===== src/rtl/serial_sub4.sv =====
// Bit-serial unsigned subtractor: Diff = A - B - Bin, one full-subtractor cell,
// LSB first, with a start/done handshake.
module serial_sub4 #(
  parameter int WIDTH = 4
) (
  input  logic             clk,
  input  logic             rst,
  input  logic             start,
  input  logic [WIDTH-1:0] A,
  input  logic [WIDTH-1:0] B,
  input  logic             Bin,
  output logic             busy,
  output logic             done,
  output logic [WIDTH-1:0] Diff,
  output logic             Bout
);

  // state | meaning
  // IDLE  | waiting for start
  // RUN   | one operand bit per clock, WIDTH clocks
  // DONE  | single cycle, Diff/Bout freshly updated; start may chain
  typedef enum logic [1:0] {IDLE, RUN, DONE} state_t;

  localparam int CW = $clog2(WIDTH) + 1;

  state_t           state, state_nxt;
  logic [WIDTH-1:0] a_sr, b_sr;
  logic [WIDTH-2:0] res_sr;
  logic [WIDTH-1:0] res_nxt;
  logic             borrow;
  logic [CW-1:0]    cnt;
  logic             bit_a, bit_b, d_bit, borrow_nxt, last_bit, accept;

  assign bit_a      = a_sr[0];
  assign bit_b      = b_sr[0];
  assign d_bit      = bit_a ^ bit_b ^ borrow;
  assign borrow_nxt = (~bit_a & bit_b) | (~bit_a & borrow) | (bit_b & borrow);
  assign res_nxt    = {d_bit, res_sr};
  assign last_bit   = (cnt == CW'(WIDTH - 1));
  assign accept     = start && ((state == IDLE) || (state == DONE));

  assign busy = (state == RUN);
  assign done = (state == DONE);

  always_ff @(posedge clk or posedge rst) begin
    if (rst) state <= IDLE;
    else     state <= state_nxt;
  end

  always_comb begin
    state_nxt = state;
    case (state)
      IDLE:    if (start) state_nxt = RUN;
      RUN:     if (last_bit) state_nxt = DONE;
      DONE:    state_nxt = start ? RUN : IDLE;
      default: state_nxt = IDLE;
    endcase
  end

  always_ff @(posedge clk or posedge rst) begin
    if (rst) begin
      a_sr   <= '0;
      b_sr   <= '0;
      res_sr <= '0;
      borrow <= 1'b0;
      cnt    <= '0;
      Diff   <= '0;
      Bout   <= 1'b0;
    end else if (accept) begin
      a_sr   <= A;
      b_sr   <= B;
      borrow <= Bin;
      res_sr <= '0;
      cnt    <= '0;
    end else if (state == RUN) begin
      a_sr   <= a_sr >> 1;
      b_sr   <= b_sr >> 1;
      borrow <= borrow_nxt;
      res_sr <= res_nxt[WIDTH-1:1];
      cnt    <= cnt + CW'(1);
      // Outputs only move on the completion edge so the old result stays visible
      if (last_bit) begin
        Diff <= res_nxt;
        Bout <= borrow_nxt;
      end
    end
  end

endmodule


===== config.mk =====
export PLATFORM = sky130hd
export DESIGN_NAME = serial_sub4
export DESIGN_NICKNAME = d
export VERILOG_FILES = /design/src/rtl/serial_sub4.sv
export SDC_FILE = /design/constraint.sdc
export NUM_CORES = 1
export LEC_CHECK = 0
export CORE_ASPECT_RATIO = 1.4
export CORE_UTILIZATION = 30
export CTS_BUF_LIST = sky130_fd_sc_hd__clkbuf_16
export DETAILED_ROUTE_END_ITERATION = 12
export DONT_BUFFER_PORTS = 1
export PLACE_DENSITY = 0.55
export REMOVE_ABC_BUFFERS = 1
export SLEW_MARGIN = 20
export SYNTH_ARGS = -nofsm -noshare
export SYNTH_HDL_FRONTEND = slang
export SYNTH_SLANG_ARGS = --single-unit

===== constraint.sdc =====
create_clock -name clk -period 1.6 [get_ports clk]
set_input_delay 0.32 -clock clk [delete_from_list [all_inputs] [get_ports clk]]
set_output_delay 0.32 -clock clk [all_outputs]
set_load 0.01 [all_outputs]

======== Yosys cells after proc, flatten, opt, wreduce, memory -nomap -nowiden ========
Index checks and enable logic that the tools add are counted.
word-level totals
  bits in registers ....................... 22
  latch bits .............................. 0
  memory bits (writable) .................. 0
  ROM bits ................................ 0
  output and inout bits ................... 7
  logic and storage cells ................. 43
  memories kept ........................... 0
operators by class
  add/sub/neg operators ................... 1
  multipliers ............................. 0
  div/mod/pow operators ................... 0
  magnitude comparators ................... 0
  equal/unequal tests ..................... 5
  shifts and indexed selects .............. 0
  mux-type cells .......................... 14
  bitwise logic cells ..................... 9
  reduce and logical (&&, ||, !) cells .... 6
operators with widths
  cell                                                    number
  two-way mux 4 bit                                       4
  two-way mux 3 bit                                       4
  case mux 2 bit (3 select lines)                         1
  two-way mux 2 bit                                       2
  adder 3 x 1 -> 3 bit (second input constant)            1
  bitwise AND 1 bit                                       3
  equality test 3 x 2 -> 1 bit (second input constant)    1
  two-way mux 1 bit                                       3
  AND reduction 3 bit                                     1
  equality test 2 x 1 -> 1 bit (second input constant)    1
  equality test 2 bit (second input constant)             1
  logical NOT 2 bit                                       1
  inequality test 2 x 1 -> 1 bit (second input constant)  1
  inequality test 2 bit (second input constant)           1
  NOT 1 bit                                               2
  bitwise OR 1 bit                                        2
  AND reduction 2 bit                                     1
  nonzero test 2 bit                                      1
  XOR 1 bit                                               2
  logical AND 1 bit                                       1
  logical OR 1 bit                                        1

======== Depth between registers and ports, before layout ========
  word-level depth ........................ 6
  mapped depth ............................ 5
  gate-level depth less buffers ........... 5

======== Worst setup path before layout ========
No wires, ideal clock.
  path kind ............................... flip-flop to flip-flop
  start point ............................. register cnt[0]
  end point ............................... register Bout
  library setup time ...................... 0.125 ns
  data arrival time ....................... 1.214 ns
  data required time ...................... 1.475 ns
  setup slack ............................. 0.261 ns
  cell stages (with the launch flop) ...... 5
  buffers on the path ..................... 0
  clock period less this slack ............ 1.339 ns
  cells stage by stage .................... dfrtp_1 > ha_1 > ha_1 > nand3b_4 > mux2_4
on the way
  word-level cells in the longest chain between the ends .. 2
ends and longest elaborated chain
  element                        line  text
  from (decl)                    31    logic [CW-1:0] cnt;
  from (signal assigned)         80    cnt <= cnt + CW'(1);
  equality test 3 x 2 -> 1 bit   39    assign last_bit = (cnt == CW'(WIDTH - 1));
  AND reduction 3 bit (no line)  --
  to (signal assigned)           84    Bout <= borrow_nxt;
  to (decl)                      15    output logic Bout
Every way passes these cells.
A chain may end at the register's enable or synchronous reset.

======== Final worst setup path ========
  start point ............................. register state[1]
  end point ............................... output port busy
on the way
  word-level cells in the longest chain between the ends .. 1
ends and longest elaborated chain
  element                       line  text
  from (decl)                   26    state_t state, state_nxt;
  from (signal assigned)        47    else state <= state_nxt;
  equality test 2 x 1 -> 1 bit  42    assign busy = (state == RUN);
  to (decl)                     12    output logic busy,
Every way passes these cells.

==> metrics.md <==
| Metric | Value |
|---|---|
| Outcome | `finished clean` |
| Sw frac | `33.8%` |
| Arrival @ worst endpoint | `1130 ps` |
| Inst Count DP | `143` |
| Synth unique cells | `27` |
| Initial drt markers | `21` |
| Area leader, netlist | `dfrtp_1` |
| Share of cells above drive strength 1 | `between 10% and 20%` |
| Post-DP HPWL | `1430 µm` |
| Yosys warns | `0` |
| CP max FO | `10` |
| Commonest register cell after synthesis | `dfrtp_1` |
| Initial core utilization | `31.3%` |
| Period utilization | `90.6%` |
| Area share of the largest cell type after synthesis | `47.8%` |
| Vias in the first global route | `678` |
| Reg-to-Reg End | `Diff[0]` |
| Worst-path clk slew | `60 ps` |
| Routed via count | `713` |
| Drt wl/cell | `about 13 µm` |
| CP startpoint | `state[1]` |
| Worst Max-Slew Pin Slew | `375 ps` |
| Leakage power | `0.599 nW` |
| Slew HR | `75.0%` |
| Max-cap violations | `0` |
| Fin. Hold Viols | `0` |
| Row cnt | `26` |
| Clock Skews | `approximately 1.2 ps` |
| Drt via density | `4.82` |
| Die area | `4100 µm²` |
| Post-synth ARST share | `100%` |
| Post-synth top cells | `dfrtp_1, o21ai_0, inv_1, nand2_1, nand2b_1` |
| Number of H-tree levels | `1` |
| Pwr dens | `2000 nW/µm²` |
| Startpoint types | `flip-flop` |
| Antenna violations before repair | `0` |
| Post-Syn Area | `1150 µm²` |
| NumNets Final | `122` |
| Type of destination of the critical path | `primary output` |
| Syn-to-layout area delta | `10.3%` |
| # IOs | `19` |
| EDFF count, synth | `0` |
| WS Path Type | `flip-flop to primary output` |
| GRT Total Usage | `between 10% and 20%` |
| Clock sink total | `22` |
| Min-delay src | `start` |
| CTS Buf Count | `3` |
| Die width | `~54 µm` |
| Largest net degree at the start of global routing | `23` |
| RSZ-0062 raised after global routing | `no` |
| CTS tree | `yes` |
| # diodes | `0` |
| First-pass GRT wire length | `3190 µm` |
| Critical path's slowest cell | `dfrtp_1` |
| Max rail drop VDD | `0.000760 V` |
| DRT Pass-1 Iters | `2` |
| Register-to-register setup slack | `200 ps` |
| Most common cell in the synthesized netlist | `dfrtp_1` |
| Flop pwr share | `40.0%` |
| Internal power | `around 1.7 mW` |
| Post-route cell area | `~1300 µm²` |
| Reg2reg path depth | `4` |
| Final max-slew violation count | `0` |
| Non-Filler Instances | `148` |
| Slowest Stage Delay on Critical Path | `560 ps` |
| Power share of the clock group | `20.4%` |
| Syn_area_per_cell | `11.3 µm²` |
| Routed WL | `1920 µm` |
| Seq/Total Area, Yosys | `around 48%` |
| Flops & latches, synth | `22` |
| Crit-path cells | `nand2b_4, inv_1` |
| Cell area after placement | `between 1000 and 1500 µm²` |
| Worst setup path end | `busy` |
| # setup viols final | `0` |
| Largest cells by area after synthesis | `dfrtp_1, mux2_4, mux2i_1, o21ai_0, buf_6` |
| CP required | `1280 ps` |
| Die Ht | `75.3 µm` |
| Logic pwr share | `39.6%` |
| Synthesized netlist cell count | `102` |
| Fmax | `around 0.69 GHz` |
| PostCTS Resize Cnt | `0` |
| R2r startpoint | `cnt[0]` |
| Max clock buf depth | `2` |
| CTS root buf | `clkbuf_16` |
| Port Buf Inserts | `0` |
| Later-pin clock latency in the skew report | `approximately 250 ps` |
| Final Critical Period | `1450 ps` |
| Hold slack | `172 ps` |
| Routability cong. | `between 0.6 and 0.7` |
| Total negative slack | `0 ps` |
| Final ANT Viol Nets | `0` |
| Remaining global-route overflow | `0` |
| Core box area | `3680 µm²` |
| Min-delay worst type | `input pin to flip-flop` |
| Sw power | `around 860 µW` |
| Drt drc | `0` |
sequential cells by signal (all words and copies together), names as in the netlist:
name / cells
state: 2
Diff: 4
a_sr: 4
b_sr: 4
res_sr: 3
borrow: 1
cnt: 3
Bout: 1
how the worst min path moves through the flow:
stage | slack (ps) | cells after the start | to
3_5_place_dp | 270 | 2 | cnt[0]
2_1_floorplan | 310 | 1 | Bout
5_1_grt | 160 | 1 | res_sr[1]
4_1_cts | 170 | 1 | res_sr[1]
6_report | 170 | 1 | res_sr[1]
3_3_place_gp | 270 | 2 | cnt[0]
worst max-delay path: cells and delay by family, from the launching register on:
kind,cells,cell delay [ps]
AND/OR/NAND/NOR,1,240
flip-flops,1,560
buffers and inverters,1,80
metal layers:
layer  up-vias  track usage [%]  wire length, µm
met3         4             1.80               83
met1       336             14.4              845
met2        15             17.5              952
met5         -                0                0
met4         0             5.98               35
li1        358                -                -
what timing repair did:
item,in CTS,in global routing
endpoints found under the setup margin,0,0
setup buffers,0,0
hold endpoints to repair,12,0
hold buffers,1,0
power groups by stage:
| stage | logic, mW | registers (mW) | clock network [mW] |
|---|---|---|---|
| after detailed placement | 1.02 | 1.04 | 0 |
| final | 1.01 | 1.02 | 0.519 |
| after floorplan | 0.738 | 1.05 | 0 |
| after global placement | 0.988 | 1.03 | 0 |
| after CTS | 1.03 | 1.03 | 0.537 |
| after global routing | 1.14 | 1.06 | 0.558 |
area by class of cell:
class | instances | area, µm²
fillers | 373 | 2400
repair buffers | 6 | 47.5
clock inverters | 1 | 3.75
flip-flops and latches | 22 | 551
well taps | 42 | 52.6
clock buffers | 3 | 75.1
multi-input cells | 67 | 515
inverters | 7 | 26.3
placed cells by master (no fill, tap or decap), drive strengths merged, types with 2 or more instances in the layout:
cell type | synthesis | routed
inv | 7 | 7
o22ai | 3 | 3
a21o | 2 | 2
nand3 | 3 | 3
nand3b | 3 | 3
clkbuf | 0 | 3
nor2b | 3 | 3
dfrtp | 22 | 22
a211oi | 2 | 2
nand2b | 8 | 8
mux2i | 5 | 5
mux2 | 7 | 7
o21ai | 11 | 11
buf | 6 | 5
a21oi | 5 | 5
ha | 2 | 2
nand2 | 7 | 7
cell families after synthesis:
group                      after synthesis  synth area share [%]
and+or+nand+nor                         27                  15.6
adders and majority gates                3                  3.91
buffers and inverters                   13                  7.49
AOI/OAI and AO/OA                       24                  11.9
muxes                                   12                  12.5
xor gates and xnor gates                 1                 0.760
DFF                                     22                  47.8
stage by stage:
stage	util, %	power (mW)	worst slack [ps]
after floorplan	-	1.78	226
after global placement	32.2	2.02	229
after detailed placement	32.2	2.06	204
after CTS	34.6	2.59	132
after global routing	34.6	2.75	90.7
final	34.6	2.54	150
No activity file was read; power rests on OpenSTA's default activity.
